===== src/rtl/retrosoc_uart_pkg.sv =====
// retrosoc_uart_pkg -- definitions shared by the retroSoC UART receive and
// transmit paths: the frame-walking state enum and the framing constants.
package retrosoc_uart_pkg;

  // Frame-walking states. PARITY is only visited when parity checking is built in.
  typedef enum logic [2:0] {
    IDLE,
    START,
    DATA,
    PARITY,
    STOP
  } uart_state_e;

  localparam int unsigned DATA_BITS = 8;
  localparam int unsigned BIT_W     = $clog2(DATA_BITS);
  // Smallest usable bit period in clk cycles; smaller divisors are raised to this.
  localparam int unsigned MIN_DIV   = 4;

endpackage


===== src/rtl/retrosoc_sync2.sv =====
// retrosoc_sync2 -- multi-flop synchronizer for an asynchronous input pin.
// The flops preset to 1 so an idle-high line reads as idle straight out of reset.
//
// Ports:
//   clk_i  system clock
//   rst_i  synchronous active-high reset (presets the chain to 1)
//   d_i    asynchronous input
//   q_o    synchronized output, STAGES clk cycles behind d_i
module retrosoc_sync2 #(
  parameter int unsigned STAGES = 2
) (
  input  logic clk_i,
  input  logic rst_i,
  input  logic d_i,
  output logic q_o
);

  logic [STAGES-1:0] sync_q;

  always_ff @(posedge clk_i) begin
    if (rst_i) begin
      sync_q <= '1;
    end else begin
      sync_q <= {sync_q[STAGES-2:0], d_i};
    end
  end

  assign q_o = sync_q[STAGES-1];

endmodule


===== src/rtl/retrosoc_uart_rx.sv =====
// retrosoc_uart_rx -- 8N1 UART receiver for the retroSoC pin wrapper, with a
// one-entry valid/ready holding register towards the SoC bus.
//
// Optional build macro: RETROSOC_UART_RX_PARITY_EN adds a parity bit between
// the data bits and the stop bit (ports parity_odd / parity_err).
//
// Ports:
//   clk        system clock
//   rst        synchronous active-high reset
//   clk_div    clk cycles per bit (values below 4 behave as 4), latched per frame
//   rxd        asynchronous serial line, idle high
//   rx_data    last received byte
//   rx_valid   holding register full
//   rx_ready   consumer accepts the byte when rx_valid & rx_ready
//   frame_err  one-cycle pulse: stop bit sampled low
//   overrun    one-cycle pulse: byte landed on a full, unpopped holding register
//   busy       receiver is inside a frame
//   parity_odd / parity_err (macro only): parity sense and one-cycle error pulse
module retrosoc_uart_rx
  import retrosoc_uart_pkg::*;
#(
  parameter int unsigned DIV_W       = 16,
  parameter int unsigned SYNC_STAGES = 2
) (
  input  logic             clk,
  input  logic             rst,
  input  logic [DIV_W-1:0] clk_div,
  input  logic             rxd,
  output logic [7:0]       rx_data,
  output logic             rx_valid,
  input  logic             rx_ready,
  output logic             frame_err,
  output logic             overrun,
`ifdef RETROSOC_UART_RX_PARITY_EN
  input  logic             parity_odd,
  output logic             parity_err,
`endif
  output logic             busy
);

  logic                 rxs;
  uart_state_e          state_q, state_d;
  logic [DIV_W-1:0]     cnt_q, cnt_d;
  logic [DIV_W-1:0]     div_q, div_d;
  logic [DIV_W-1:0]     div_eff;
  logic [BIT_W-1:0]     bitidx_q, bitidx_d;
  logic [DATA_BITS-1:0] shreg_q, shreg_d;
  logic                 cnt_zero;

  logic                 stop_hit;
  logic                 deliver;
  logic                 ferr_d;
  logic                 ovr_d;

  logic [7:0]           rx_data_q;
  logic                 rx_valid_q;
  logic                 frame_err_q;
  logic                 overrun_q;

`ifdef RETROSOC_UART_RX_PARITY_EN
  logic                 par_q, par_d;
  logic                 par_bad;
  logic                 perr_d;
  logic                 parity_err_q;
`endif

  retrosoc_sync2 #(
    .STAGES(SYNC_STAGES)
  ) u_sync (
    .clk_i(clk),
    .rst_i(rst),
    .d_i  (rxd),
    .q_o  (rxs)
  );

  always_comb begin
    div_eff = clk_div;
    if (clk_div < DIV_W'(MIN_DIV)) begin
      div_eff = DIV_W'(MIN_DIV);
    end
  end

  assign cnt_zero = (cnt_q == '0);

  // State register
  always_ff @(posedge clk) begin
    if (rst) begin
      state_q  <= IDLE;
      cnt_q    <= '0;
      div_q    <= DIV_W'(MIN_DIV);
      bitidx_q <= '0;
      shreg_q  <= '0;
`ifdef RETROSOC_UART_RX_PARITY_EN
      par_q    <= 1'b0;
`endif
    end else begin
      state_q  <= state_d;
      cnt_q    <= cnt_d;
      div_q    <= div_d;
      bitidx_q <= bitidx_d;
      shreg_q  <= shreg_d;
`ifdef RETROSOC_UART_RX_PARITY_EN
      par_q    <= par_d;
`endif
    end
  end

  // Next-state logic. Every bit is sampled when cnt reaches zero; the start
  // bit uses a half-period count so later samples land mid-bit.
  always_comb begin
    state_d  = state_q;
    cnt_d    = cnt_q;
    div_d    = div_q;
    bitidx_d = bitidx_q;
    shreg_d  = shreg_q;
`ifdef RETROSOC_UART_RX_PARITY_EN
    par_d    = par_q;
`endif
    case (state_q)
      IDLE: begin
        if (!rxs) begin
          div_d   = div_eff;
          cnt_d   = div_eff >> 1;
          state_d = START;
        end
      end
      START: begin
        if (cnt_zero) begin
          if (!rxs) begin
            cnt_d    = div_q - DIV_W'(1);
            bitidx_d = '0;
            state_d  = DATA;
          end else begin
            state_d  = IDLE;
          end
        end else begin
          cnt_d = cnt_q - DIV_W'(1);
        end
      end
      DATA: begin
        if (cnt_zero) begin
          shreg_d[bitidx_q] = rxs;
          cnt_d             = div_q - DIV_W'(1);
          bitidx_d          = bitidx_q + BIT_W'(1);
          if (bitidx_q == BIT_W'(DATA_BITS - 1)) begin
`ifdef RETROSOC_UART_RX_PARITY_EN
            state_d = PARITY;
`else
            state_d = STOP;
`endif
          end
        end else begin
          cnt_d = cnt_q - DIV_W'(1);
        end
      end
`ifdef RETROSOC_UART_RX_PARITY_EN
      PARITY: begin
        if (cnt_zero) begin
          par_d   = rxs;
          cnt_d   = div_q - DIV_W'(1);
          state_d = STOP;
        end else begin
          cnt_d = cnt_q - DIV_W'(1);
        end
      end
`endif
      STOP: begin
        // Leave at mid-stop so a start bit right behind this frame is seen.
        if (cnt_zero) begin
          state_d = IDLE;
        end else begin
          cnt_d = cnt_q - DIV_W'(1);
        end
      end
      default: begin
        state_d = IDLE;
      end
    endcase
  end

  // Output decode: frame verdict at the stop sample, plus busy.
  always_comb begin
    stop_hit = (state_q == STOP) && cnt_zero;
    ferr_d   = stop_hit && !rxs;
`ifdef RETROSOC_UART_RX_PARITY_EN
    par_bad  = (par_q != ((^shreg_q) ^ parity_odd));
    perr_d   = stop_hit && par_bad;
    deliver  = stop_hit && rxs && !par_bad;
`else
    deliver  = stop_hit && rxs;
`endif
    ovr_d    = deliver && rx_valid_q && !rx_ready;
    busy     = (state_q != IDLE);
  end

  // Holding register: a delivery always overwrites, so the newest byte wins.
  always_ff @(posedge clk) begin
    if (rst) begin
      rx_data_q    <= '0;
      rx_valid_q   <= 1'b0;
      frame_err_q  <= 1'b0;
      overrun_q    <= 1'b0;
`ifdef RETROSOC_UART_RX_PARITY_EN
      parity_err_q <= 1'b0;
`endif
    end else begin
      frame_err_q  <= ferr_d;
      overrun_q    <= ovr_d;
`ifdef RETROSOC_UART_RX_PARITY_EN
      parity_err_q <= perr_d;
`endif
      if (deliver) begin
        rx_data_q  <= shreg_q;
        rx_valid_q <= 1'b1;
      end else if (rx_valid_q && rx_ready) begin
        rx_valid_q <= 1'b0;
      end
    end
  end

  assign rx_data    = rx_data_q;
  assign rx_valid   = rx_valid_q;
  assign frame_err  = frame_err_q;
  assign overrun    = overrun_q;
`ifdef RETROSOC_UART_RX_PARITY_EN
  assign parity_err = parity_err_q;
`endif

endmodule


===== config.mk =====
export PLATFORM = sky130hd
export DESIGN_NAME = retrosoc_uart_rx
export DESIGN_NICKNAME = d
export VERILOG_FILES = /design/src/rtl/retrosoc_uart_pkg.sv /design/src/rtl/retrosoc_sync2.sv /design/src/rtl/retrosoc_uart_rx.sv
export SDC_FILE = /design/constraint.sdc
export NUM_CORES = 1
export LEC_CHECK = 0
export ABC_AREA = 1
export BUFFER_PORTS_ARGS = -buffer_cell sky130_fd_sc_hd__buf_2
export CELL_PAD_IN_SITES_DETAIL_PLACEMENT = 1
export CELL_PAD_IN_SITES_GLOBAL_PLACEMENT = 1
export CORE_MARGIN = 2
export CORE_UTILIZATION = 47
export CTS_BUF_LIST = sky130_fd_sc_hd__clkbuf_4
export DETAILED_ROUTE_END_ITERATION = 10
export HOLD_SLACK_MARGIN = 0.03
export PLACE_DENSITY_LB_ADDON = 0.1
export SETUP_SLACK_MARGIN = 0.5
export SYNTH_ARGS = -nofsm -noshare
export SYNTH_HDL_FRONTEND = slang
export SYNTH_SLANG_ARGS = --single-unit

===== constraint.sdc =====
create_clock -name clk -period 2.53 [get_ports clk]
set_input_delay 0.3795 -clock clk [delete_from_list [all_inputs] [get_ports clk]]
set_output_delay 0.3795 -clock clk [all_outputs]
set_load 0.005 [all_outputs]

==> flow_metrics.py, run 1 <==
metrics = {
    "run_status": {
        "status": "complete, no violations",
    },
    "yosys": {
        "synth-async-reset-ratio": 0,
        "netlist_top_cells_count": "nand2_1, nor2_1, dfxtp_1",
        "netlist_area_sq_um": 3792,
        "yosys.cell_count.top_type": "nand2_1",
        "ys_warn_count": 0,
        "seq_area_frac_synth": 0.3114,
        "synth_top_cell_by_area": "dfxtp_1",
        "synth_edf_count": 0,
        "syn_avg_cell_area_sq_um": 6.207,
        "synth_fp_nets": 635,
        "synth_top_area_share": 0.3114,
        "yosys-top-cells-area": "dfxtp_1, nand2_1, nor2_1",
        "yosysUniqueCellTypes": 39,
        "yosys_most_used_dff": "dfxtp_1",
        "ys_ff_latch": 59,
        "synthCells": 611,
    },
    "die": {
        "initial_utilization": 0.4882,
        "die_area_sq_um": 8803,
        "pin_count": 32,
        "die_h_um": 93.83,
        "rows": 32,
        "core_area_sq_um": 7767,
        "fp.dieW_um": 93.83,
    },
    "sta": {
        "hold_violations": 0,
        "worstMarginPinSlew_ns": 0.4932,
        "max_slew_margin": 0.6677,
        "fin_ws_ns": 0.6581,
        "finClkSkew_ns": 0.01537,
        "fmax_mhz": 534.2,
        "layout_min_cycle_time_ns": 1.872,
        "setup_viol": 0,
        "rsz0062_at_grt": "no",
        "setup_tns_ns": 0,
        "period_share": 0.7399,
        "slew_violations": 0,
    },
    "placement": {
        "placed_area_sq_um": 3974,
        "port_buffers": 31,
        "dp_hpwl_um": 9176,
        "pre_cts_ws_ns": 0.4996,
        "gp_congestion": 0.8965,
    },
    "clock_network": {
        "cts_max_path_buffers": 2,
        "cts_buffers": 9,
        "cts_tree": "built",
        "clock_latency_ns": 0.43,
        "hold_buffers": 0,
        "cts_root_buffer": "clkbuf_4",
        "cts-htree-levels": 3,
        "clkSinkCount": 59,
        "clkTransAtPathRegs_ns": 0.12,
    },
    "min_path": {
        "min_path_cells": 2,
        "holdCritStartpoint": "rxd",
        "hold_path_class": "in -> reg",
        "worstHoldEndpoint": "u_sync.sync_q[0]",
    },
    "worst_setup_path": {
        "r2r-end": "cnt_q[5]",
        "cp-start-kind": "flop",
        "cp.arrival_ns": 2.23,
        "endpoint_kind": "flop",
        "rr_startpoint": "cnt_q[0]",
        "crit_type": "reg -> reg",
        "cp_data_required_time_ns": 2.89,
        "rr_worst_depth": 9,
        "rrSetupSlack_ns": 0.66,
        "cp_max_fo": 9,
    },
    "global_route": {
        "grt_pass1_wl_um": 19950,
        "gr-total-overflow": 0,
        "grt_max_degree": 33,
        "track_usage": 0.2872,
        "antenna_found_initial": 0,
        "grt_pass1_vias": 4061,
    },
    "pwr": {
        "p_per_area_nw_per_um2": 1121,
        "leakage_uw": 0.001935,
        "ir_worst_vdd_v": 0.0005081,
        "power.total_uw": 4696,
    },
    "layout": {
        "n_fill_cell": 1118,
        "fin_nets": 669,
        "syn2layout_area_growth_pct": 10.46,
        "fin_area_sq_um": 4189,
        "n_antenna_cell": 0,
        "drive_above_1_share": 0.1569,
        "utilization": 0.5393,
    },
    "detailed_routing": {
        "route.detailed.drc": 0,
        "wl_per_cell_um": 16.48,
        "drtAntennaViolNets": 0,
        "vias": 4121,
        "initialDrtViolationCount": 299,
        "routed_via_density": 5.480,
        "drt-total-wl_um": 12390,
        "drt_first_pass_iters": 5,
    },
    "flow_run": {
        "drv_cap": 0,
    },
}
-- worst max path at each step --
stage          slack, ns  cells past startpoint  startpoint          to
2_1_floorplan       0.92                     10    cnt_q[0]    cnt_q[2]
3_3_place_gp        0.60                      9  state_q[0]  state_q[1]
3_5_place_dp        0.50                      9  state_q[0]  state_q[1]
4_1_cts             0.52                     10    cnt_q[0]  rx_data[7]
5_1_grt             0.51                      9  state_q[0]    div_q[4]
6_report            0.66                      9    cnt_q[0]    cnt_q[5]
-- where the power goes --
| group | leakage [uW] | internal [uW] | switching, uW | total [uW] |
|---|---|---|---|---|
| sequential | 0.000481 | 1080 | 176 | 1260 |
| combinational | 0.00140 | 839 | 1970 | 2810 |
| clock | 0.0000585 | 205 | 425 | 630 |
| total | 0.00194 | 2130 | 2570 | 4700 |
-- placed cells by master, fill, tap and decap left out, types with 2 or more instances in the layout --
master	count
nand3_1	48
nor2_4	4
nor2_1	94
dfxtp_1	59
buf_2	31
inv_1	53
clkinv_4	4
clkbuf_4	9
a21oi_1	41
nand2_1	189
a21oi_2	5
ha_1	4
xnor2_1	2
o21ai_0	25
nand2_2	4
xor2_1	5
nand3_4	2
nand4_1	14
buf_4	10
nor2_2	10
inv_2	3
o211ai_1	2
clkinvlp_4	4
nand3b_1	4
or2_2	3
nand3_2	2
nand2_4	3
nor3_1	2
o21ai_1	2
-- registers in the layout (all words and copies together), names as in the netlist, 2 cells and up --
register       flops
bitidx_q           3
cnt_q             16
div_q             16
rx_data            8
shreg_q            8
state_q            3
u_sync.sync_q      2
-- through the flow --
step / instances / hold WS [ns]
finish: 752 / 0.1418
global route: 752 / 0.1333
CTS: 746 / 0.1294
detailed placement: 728 / 0.4007
global placement: 728 / 0.3926
floorplan: 611 / 0.3895
-- worst max-delay path: stages, from the launching register on --
cell and delay [ns]:
dfxtp_1 0.33, inv_1 0.13, ha_1 0.25, nand3_4 0.15
nor2_2 0.22, nand4_4 0.25, buf_4 0.23, o211ai_1 0.08
nor2_1 0.10, nor2_1 0.08
-- cell families (layout without fill, tap and decap cells) --
group | after synthesis | count (layout) | synth area share
buffers and inverters | 81 | 119 | 0.09832
and+or+nand+nor | 381 | 382 | 0.4464
AOI/OAI and AO/OA | 79 | 79 | 0.1145
xor gates and xnor gates | 7 | 7 | 0.01617
DFF | 59 | 59 | 0.3114
adders and majority gates | 4 | 4 | 0.01320
-- repair_timing --
item,4_1_cts,5_1_grt
setup endpoints to repair,2,35
gates resized for setup,0,3
gates cloned,0,1
pin swaps,1,3
buffers inserted,2,5
-- cell type report --
class	instances	area, sq um	share of cell area
sequential	59	1181	0.2820
multi-input combinational	472	2263	0.5403
clock inverter	7	53.80	0.01284
tap	102	127.6	0.03047
clock buffer	9	67.56	0.01613
timing repair buffer	42	250.2	0.05974
inverter	61	245.2	0.05854
-- metal layers --
metal	GRT usage	routed length, um
met5	0	0
met1	0.3975	5761
met3	0.05136	602
met2	0.4714	5934
met4	0.05435	94
Power figures use the tool's default switching activity.
==> run 2: changes to the inputs <==
- CORE_UTILIZATION: 47 -> 39
- clock period: 2.53 -> 1.6 ns (I/O delays scaled with it)
==> flow_metrics.py, run 2 (synthesized netlist as in run 1, its figures left out) <==
metrics = {
    "worst_setup_path": {
        "rr_startpoint": "cnt_q[6]",
        "path_cells": "nor2_1 > nand2_2 > nor2_2 > nand4_1 > nor2_1 > nor2_1 > nor2_1 > nor2_1",
        "cp_data_required_time_ns": 1.92,
        "rrSetupSlack_ns": -0.12,
        "cp.arrival_ns": 2.04,
        "max_stage_delay_ns": 0.37,
        "r2r-end": "cnt_q[7]",
        "cp-start-kind": "flop",
        "crit_type": "reg -> reg",
        "crit_end": "cnt_q[7]",
        "rr_worst_depth": 8,
        "cp_max_fo": 4,
        "critPathSlowestCell": "dfxtp_1",
        "endpoint_kind": "flop",
        "startpoint": "cnt_q[6]",
        "crit_path_frequent_cell": "nor2_1",
    },
    "sta": {
        "hold_violations": 0,
        "slew_violations": 0,
        "setup_viol": 25,
        "fmax_mhz": 581.0,
        "rsz0062_at_grt": "yes",
        "period_share": 1.076,
        "max_slew_margin": 0.7752,
        "setup_tns_ns": -0.5840,
        "layout_min_cycle_time_ns": 1.721,
        "worstMarginPinSlew_ns": 0.3337,
        "fin_ws_ns": -0.1210,
        "finClkSkew_ns": 0.02894,
    },
    "pwr": {
        "leakage_uw": 0.002269,
        "power.total_uw": 9397,
        "ir_worst_vdd_v": 0.0006074,
        "p_per_area_nw_per_um2": 1862,
    },
    "clock_network": {
        "cts-htree-levels": 3,
        "cts_tree": "built",
        "clkTransAtPathRegs_ns": 0.12,
        "cts_max_path_buffers": 2,
        "cts_root_buffer": "clkbuf_4",
        "clkSinkCount": 59,
        "clock_latency_ns": 0.45,
        "cts_buffers": 9,
    },
    "detailed_routing": {
        "drt_first_pass_iters": 4,
        "route.detailed.drc": 0,
        "routed_via_density": 5.223,
        "wl_per_cell_um": 16.89,
        "drtAntennaViolNets": 0,
        "vias": 4304,
        "initialDrtViolationCount": 131,
        "drt-total-wl_um": 13920,
    },
    "placement": {
        "placed_cells": 780,
        "gp_congestion": 0.9050,
        "dp_hpwl_um": 9482,
        "pre_cts_ws_ns": -0.07385,
        "port_buffers": 31,
    },
    "global_route": {
        "antenna_found_initial": 0,
        "gr-total-overflow": 0,
        "track_usage": 0.2635,
        "grt_max_degree": 31,
        "grt_pass1_vias": 4388,
        "grt_pass1_wl_um": 21490,
    },
    "run_status": {
        "failed_checks": "negative setup slack",
        "status": "complete, but fails checks",
    },
    "layout": {
        "layoutNonFillerInstCount": 824,
        "most-common-layout-cells": "nand2_1, nor2_1, inv_1",
        "utilization": 0.5410,
        "reg.largest.list": "cnt_q: 16 flops, div_q: 16 flops",
        "drive_above_1_share": 0.3396,
        "n_antenna_cell": 0,
        "fin_nets": 714,
        "final_common_cell": "nand2_1",
        "syn2layout_area_growth_pct": 33.06,
    },
    "die": {
        "rows": 35,
        "fp.dieW_um": 102.6,
        "initial_utilization": 0.4066,
        "die_area_sq_um": 10530,
        "core_area_sq_um": 9328,
        "pin_count": 32,
        "die_h_um": 102.6,
    },
    "min_path": {
        "hold_path_class": "in -> reg",
    },
    "flow_run": {
        "drv_cap": 0,
    },
}
==> run 2: changes by cell type in the layout (fill, tap and decap cells not counted), sizes merged <==
cell / delta
bufinv: +2
clkinv: -2
nand2: -1
inv: +3
buf: +42
nand3: +1
dlygate4sd3: +2
clkbuf: +1
clkinvlp: -3
==> run 2: area by class of cell <==
type | instances | area, sq um
clock buffer | 9 | 67.56
clock inverter | 7 | 98.84
fill | 1277 | 4282
inverter | 61 | 256.5
multi-input combinational | 472 | 2561
sequential | 59 | 1207
tap | 129 | 161.4
timing repair buffer | 87 | 693.2
==> run 2: worst min path at each step <==
stage,from,endpoint,slack (ns),cells past startpoint
after floorplan,rxd,u_sync.sync_q[0],0.34,1
after CTS,rx_ready,overrun,0.03,4
after global routing,clk_div[15],div_q[15],0.05,3
after global placement,u_sync.sync_q[0],u_sync.sync_q[1],0.39,1
final,clk_div[1],div_q[1],0.04,3
after detailed placement,u_sync.sync_q[0],u_sync.sync_q[1],0.40,1
==> run 2: per-layer routing <==
metal,GRT usage,wire length (um)
met1,0.3466,6290
met2,0.4379,6955
met3,0.05153,451
met4,0.07897,218
met5,0,0
==> run 2: repair_timing <==
action | 4_1_cts | 5_1_grt
gates cloned | 1 | 2
setup endpoints to repair | 69 | 69
endpoints found under the hold margin | 2 | 0
setup buffers | 10 | 13
hold buffers | 2 | 0
gates resized for setup | 39 | 86
pin swaps | 15 | 20
==> run 2: stage by stage <==
step,cell area (sq um),hold WS [ns]
4_1_cts,4641,0.03486
6_report,5046,0.04089
3_5_place_dp,4252,0.4015
5_1_grt,5046,0.05330
3_3_place_gp,4252,0.3916
2_1_floorplan,3836,0.3438
==> run 2: worst max-delay path: cells and delay by family (launching register included) <==
kind | cells | cell delay [ns]
and+or+nand+nor | 8 | 1.25
DFF | 1 | 0.37
==> run 2: power by group <==
| group | switching, uW | leakage [uW] | internal [uW] | total (uW) |
|---|---|---|---|---|
| logic | 3770 | 0.00169 | 2280 | 6050 |
| clock network | 681 | 0.0000869 | 643 | 1320 |
| registers | 291 | 0.000490 | 1730 | 2020 |
| total | 4740 | 0.00227 | 4650 | 9400 |
